File: config.mk
export PLATFORM = sky130hd
export DESIGN_NAME = fetch_sequencer
export DESIGN_NICKNAME = d
export VERILOG_FILES = /design/src/rtl/fetch_pkg.sv /design/src/rtl/jumpr_predecode.sv /design/src/rtl/fetch_sequencer.sv
export SDC_FILE = /design/constraint.sdc
export NUM_CORES = 1
export LEC_CHECK = 0
export ABC_AREA = 1
export BUFFER_PORTS_ARGS = -buffer_cell sky130_fd_sc_hd__buf_2
export CORE_UTILIZATION = 42
export DETAILED_ROUTE_END_ITERATION = 16
export PLACE_DENSITY = 0.77
export SETUP_SLACK_MARGIN = 0.3
export SLEW_MARGIN = 25
export SYNTH_ARGS = -nofsm -noshare
export SYNTH_HDL_FRONTEND = slang
export SYNTH_HIERARCHICAL = 1
export SYNTH_SLANG_ARGS = --single-unit
File: constraint.sdc
create_clock -name clk -period 1.7 [get_ports clk]
set_clock_uncertainty 0.05 [all_clocks]
set_input_delay 0.425 -clock clk [delete_from_list [all_inputs] [get_ports clk]]
set_output_delay 0.425 -clock clk [all_outputs]
set_load 0.01 [all_outputs]
File: src/rtl/fetch_pkg.sv
// Shared types and constants for the instruction-fetch sequencer.
// Holds the FSM state enum, default widths, JUMPR opcode and NOP word.
package fetch_pkg;

   localparam int DEF_PC_W = 8;
   localparam int DEF_IR_W = 16;

   localparam logic [7:0]  JUMPR_OPC = 8'b10011010;
   localparam logic [15:0] NOP       = 16'h0000;

   typedef enum logic [1:0] {
      BOOT,
      RUN,
      HALT
   } fetch_state_e;

endpackage

File: src/rtl/jumpr_predecode.sv
// Combinational JUMPR recognizer and relative-target adder for fetch.
// Ports: pc, rom_data in; is_jumpr, target (pc + 1 + sext(imm8)) out.
module jumpr_predecode
   import fetch_pkg::*;
#(
   parameter int PC_W = DEF_PC_W,
   parameter int IR_W = DEF_IR_W
) (
   input  logic [PC_W-1:0] pc,
   input  logic [IR_W-1:0] rom_data,
   output logic            is_jumpr,
   output logic [PC_W-1:0] target
);

   logic [PC_W-1:0] offset;

   assign is_jumpr = (rom_data[15:8] == JUMPR_OPC);
   assign offset   = PC_W'($signed(rom_data[7:0]));
   assign target   = pc + PC_W'(1) + offset;

endmodule

File: src/rtl/fetch_sequencer.sv
// Fetch controller: owns the PC, drives the ROM address and buffers one
// instruction toward decode over ir_valid/ir_ready. Applies execute
// redirects (highest priority) and halts on halt_req until redirected.
// Ports: clk, rst (async, active-high); rom_addr/rom_data to ROM;
// ir, ir_pc, ir_valid, ir_ready to decode; redirect_valid/redirect_pc,
// halt_req in; halted out.
// Build option: FETCH_JUMPR_PREDECODE_EN resolves JUMPR at fetch time.
module fetch_sequencer
   import fetch_pkg::*;
#(
   parameter int PC_W = DEF_PC_W,
   parameter int IR_W = DEF_IR_W
) (
   input  logic            clk,
   input  logic            rst,
   output logic [PC_W-1:0] rom_addr,
   input  logic [IR_W-1:0] rom_data,
   output logic [IR_W-1:0] ir,
   output logic [PC_W-1:0] ir_pc,
   output logic            ir_valid,
   input  logic            ir_ready,
   input  logic            redirect_valid,
   input  logic [PC_W-1:0] redirect_pc,
   input  logic            halt_req,
   output logic            halted
);

   fetch_state_e    state_q, state_d;
   logic [PC_W-1:0] pc_q, pc_d;
   logic [IR_W-1:0] ir_q, ir_d;
   logic [PC_W-1:0] ir_pc_q, ir_pc_d;
   logic            ir_valid_q, ir_valid_d;
   logic [PC_W-1:0] next_pc;
   logic            slot_free;

`ifdef FETCH_JUMPR_PREDECODE_EN
   logic            is_jumpr;
   logic [PC_W-1:0] jumpr_tgt;

   jumpr_predecode #(
      .PC_W (PC_W),
      .IR_W (IR_W)
   ) u_predecode (
      .pc       (pc_q),
      .rom_data (rom_data),
      .is_jumpr (is_jumpr),
      .target   (jumpr_tgt)
   );

   assign next_pc = is_jumpr ? jumpr_tgt : pc_q + PC_W'(1);
`else
   assign next_pc = pc_q + PC_W'(1);
`endif

   assign slot_free = !ir_valid_q || ir_ready;

   always_comb begin
      state_d    = state_q;
      pc_d       = pc_q;
      ir_d       = ir_q;
      ir_pc_d    = ir_pc_q;
      ir_valid_d = ir_valid_q;
      if (redirect_valid) begin
         // Buffered word is stale on a redirect, even if decode takes it.
         pc_d       = redirect_pc;
         ir_valid_d = 1'b0;
         state_d    = RUN;
      end else begin
         unique case (state_q)
            BOOT: begin
               state_d = RUN;
               if (ir_ready) ir_valid_d = 1'b0;
            end
            RUN: begin
               if (slot_free) begin
                  ir_d       = rom_data;
                  ir_pc_d    = pc_q;
                  ir_valid_d = 1'b1;
                  pc_d       = next_pc;
               end
               if (halt_req) state_d = HALT;
            end
            HALT: begin
               if (ir_ready) ir_valid_d = 1'b0;
            end
            default: state_d = BOOT;
         endcase
      end
   end

   always_ff @(posedge clk or posedge rst) begin
      if (rst) begin
         state_q    <= BOOT;
         pc_q       <= '0;
         ir_q       <= IR_W'(NOP);
         ir_pc_q    <= '0;
         ir_valid_q <= 1'b0;
      end else begin
         state_q    <= state_d;
         pc_q       <= pc_d;
         ir_q       <= ir_d;
         ir_pc_q    <= ir_pc_d;
         ir_valid_q <= ir_valid_d;
      end
   end

   assign rom_addr = pc_q;
   assign ir       = ir_q;
   assign ir_pc    = ir_pc_q;
   assign ir_valid = ir_valid_q;
   assign halted   = (state_q == HALT);

endmodule

==> flow_summary.json <==
{
  "die_w_um": 64.23,
  "ios": 63,
  "rsz0062_at_grt": "yes",
  "rr_endpoint": "ir[5]$_DFFE_PP0P_",
  "met3_usage": 0.05536,
  "ctsHtreeMaxLevel": 2,
  "num_rows": 22,
  "first_iter_violations": 67,
  "dieArea_mm2": 0.004125,
  "setup_violations": 0,
  "synth_fp_nets": 224,
  "worst_slew_pin_slew_ps": 424.5,
  "slew_headroom": 0.7170,
  "cts_hold_buf": 0,
  "syn_avg_cell_area_um2": 8.384,
  "ys_seq_elements": 35,
  "totalWireLength_um": 3235,
  "dp_slack_ps": 156.9,
  "final_common_cell": "nand2_1",
  "diodes": 0,
  "antenna_found_initial": 0,
  "wl_per_cell_um": 10.37,
  "numCtsBuffers": 5,
  "critPathLaunch": "state_q[1]$_DFFE_PP0P_",
  "synthCells": 194,
  "fmax_mhz": 717.2,
  "area_growth_syn_to_layout_pct": 29.77,
  "grt_pass1_wl_um": 5216,
  "ant_nets": 0,
  "track_usage": 0.1706,
  "clkPwrFrac": 0.288,
  "firstDrtPassIters": 4,
  "crit_path_end_kind": "output pin",
  "r2r_slack_ps": 390,
  "routabilityCongestion": 0.7682,
  "setup_ws_ps": 305.6,
  "p_sw_frac": 0.3178,
  "cts.sinks": 35,
  "leakage_nw": 1.207,
  "grt-busiest-layer": "met2",
  "vias": 1396,
  "min_path_type": "in -> async",
  "worstPathMaxFanout": 3,
  "clkSlewWorstSetupHoldPaths_ps": 70,
  "yosysWarnings": 6,
  "viasPerCell": 4.474,
  "required_ps": 1220,
  "synth_area_mm2": 0.001627,
  "run_status": "completed",
  "root_buffer": "clkbuf_8",
  "p_total_mw": 2.649,
  "cts_max_path_buffers": 2,
  "use_met1": 0.2092,
  "finalHoldViolCount": 0,
  "use_met2": 0.2699,
  "cts_tree": "yes",
  "finalCritPeriodShare": 0.8202,
  "power_per_cell_area_mw_per_mm2": 1255,
  "peakVddDrop_mv": 0.4762,
  "core_area_mm2": 0.003689,
  "grt_max_degree": 36,
  "ys_seq_area_frac": 0.5385,
  "io_buffers": 62,
  "final_cell_mix": "nand2_1, buf_2, dfrtp_1",
  "min_period_ps": 1394,
  "p_int_mw": 1.807,
  "slew_viol_final": 0,
  "maxCapViolCount": 0,
  "grt_pass1_vias": 1171,
  "nNetsFinal": 293,
  "rr_startpoint": "state_q[0]$_DFFE_PP0P_",
  "start_util": 0.4410,
  "clkLatencyLatePin_ps": 290,
  "worstSetupStartpointType": "register",
  "synthDistinctLibCells": 18,
  "power_frac_seq": 0.436,
  "p_switching_mw": 0.8416,
  "worst_ep_arrival_time_ps": 920,
  "combPwrFrac": 0.276,
  "reg2regPathDepth": 6,
  "hold_ws_ps": 180.2,
  "hpwl_um": 2313,
  "path_class": "reg -> out",
  "drive_gt1_frac": 0.3750,
  "setup_tns_ps": 0,
  "fp.dieH_um": 64.23,
  "overflow": 0,
  "drc": 0
}
-- timing repair --
action                     CTS  global route
hold endpoints to repair     0             0
buffers inserted             1             3
setup endpoints to repair    2             6
resized for setup            1             4
-- cells by family (layout without fill, tap and decap cells) --
family | after synthesis | count (layout) | share of synthesized area
simple gates | 115 | 115 | 0.2977
flops | 35 | 35 | 0.5385
buf+inv | 24 | 94 | 0.07846
compound gates | 19 | 19 | 0.07769
fa+ha+maj | 1 | 1 | 0.007691
-- power by group through the flow --
stage | sequential [mW] | combinational, mW | clock (mW)
2_1_floorplan | 1.25 | 0.358 | 0
3_3_place_gp | 1.16 | 0.706 | 0
3_5_place_dp | 1.17 | 0.720 | 0
4_1_cts | 1.15 | 0.727 | 0.784
5_1_grt | 1.18 | 0.822 | 0.826
6_report | 1.15 | 0.732 | 0.762
-- synthesized netlist by cell type (all sizes together) --
library cell  count  area (µm²)
nor2              6       38.79
inv              18       70.07
buf               6       57.55
dfrtp            35       875.8
nand2            96       380.4
a21oi             4       20.02
nand3            13       65.06
a21boi            2       15.01
o21ai            13       91.34
ha                1       12.51
-- critical path, cell delays in order, from the launching register on --
cell and delay (ps):
dfrtp_1 390, inv_2 80, nor2_1 40, buf_2 130
-- state kept, by name (all words and copies together), names as in the netlist --
register,count
state_q,2
rom_addr,8
ir,16
ir_valid,1
ir_pc,8
-- stage by stage --
| step | cell area, µm² | utilization | instances |
|---|---|---|---|
| floorplan | 1627 | - | 194 |
| global placement | 1954 | 0.5299 | 300 |
| detailed placement | 1954 | 0.5299 | 300 |
| CTS | 2081 | 0.5641 | 309 |
| global route | 2111 | 0.5723 | 312 |
| finish | 2111 | 0.5723 | 312 |
-- worst max path at each step --
stage	end	depth (start not counted)
floorplan	ir[0]$_DFFE_PP0P_	1
global placement	ir_pc[4]$_DFFE_PP0P_	7
detailed placement	ir_pc[4]$_DFFE_PP0P_	7
CTS	halted	3
global route	halted	3
finish	halted	3
-- final cells by class --
class,count,area (µm²)
inverters,18,70.07
multi-input cells,135,623.1
flip-flops and latches,35,880.8
clock buffers,6,82.58
repair buffers,68,359.1
well taps,48,60.06
fillers,347,1578
clock inverters,2,35.03
-- routing by layer --
metal / up-vias / part of all wire / wire length, µm
li1: 734 / - / -
met1: 609 / 0.47 / 1514
met2: 47 / 0.44 / 1431
met3: 6 / 0.071 / 230
met4: 0 / 0.018 / 59
met5: - / 0 / 0
Power figures use the tool's default switching activity.
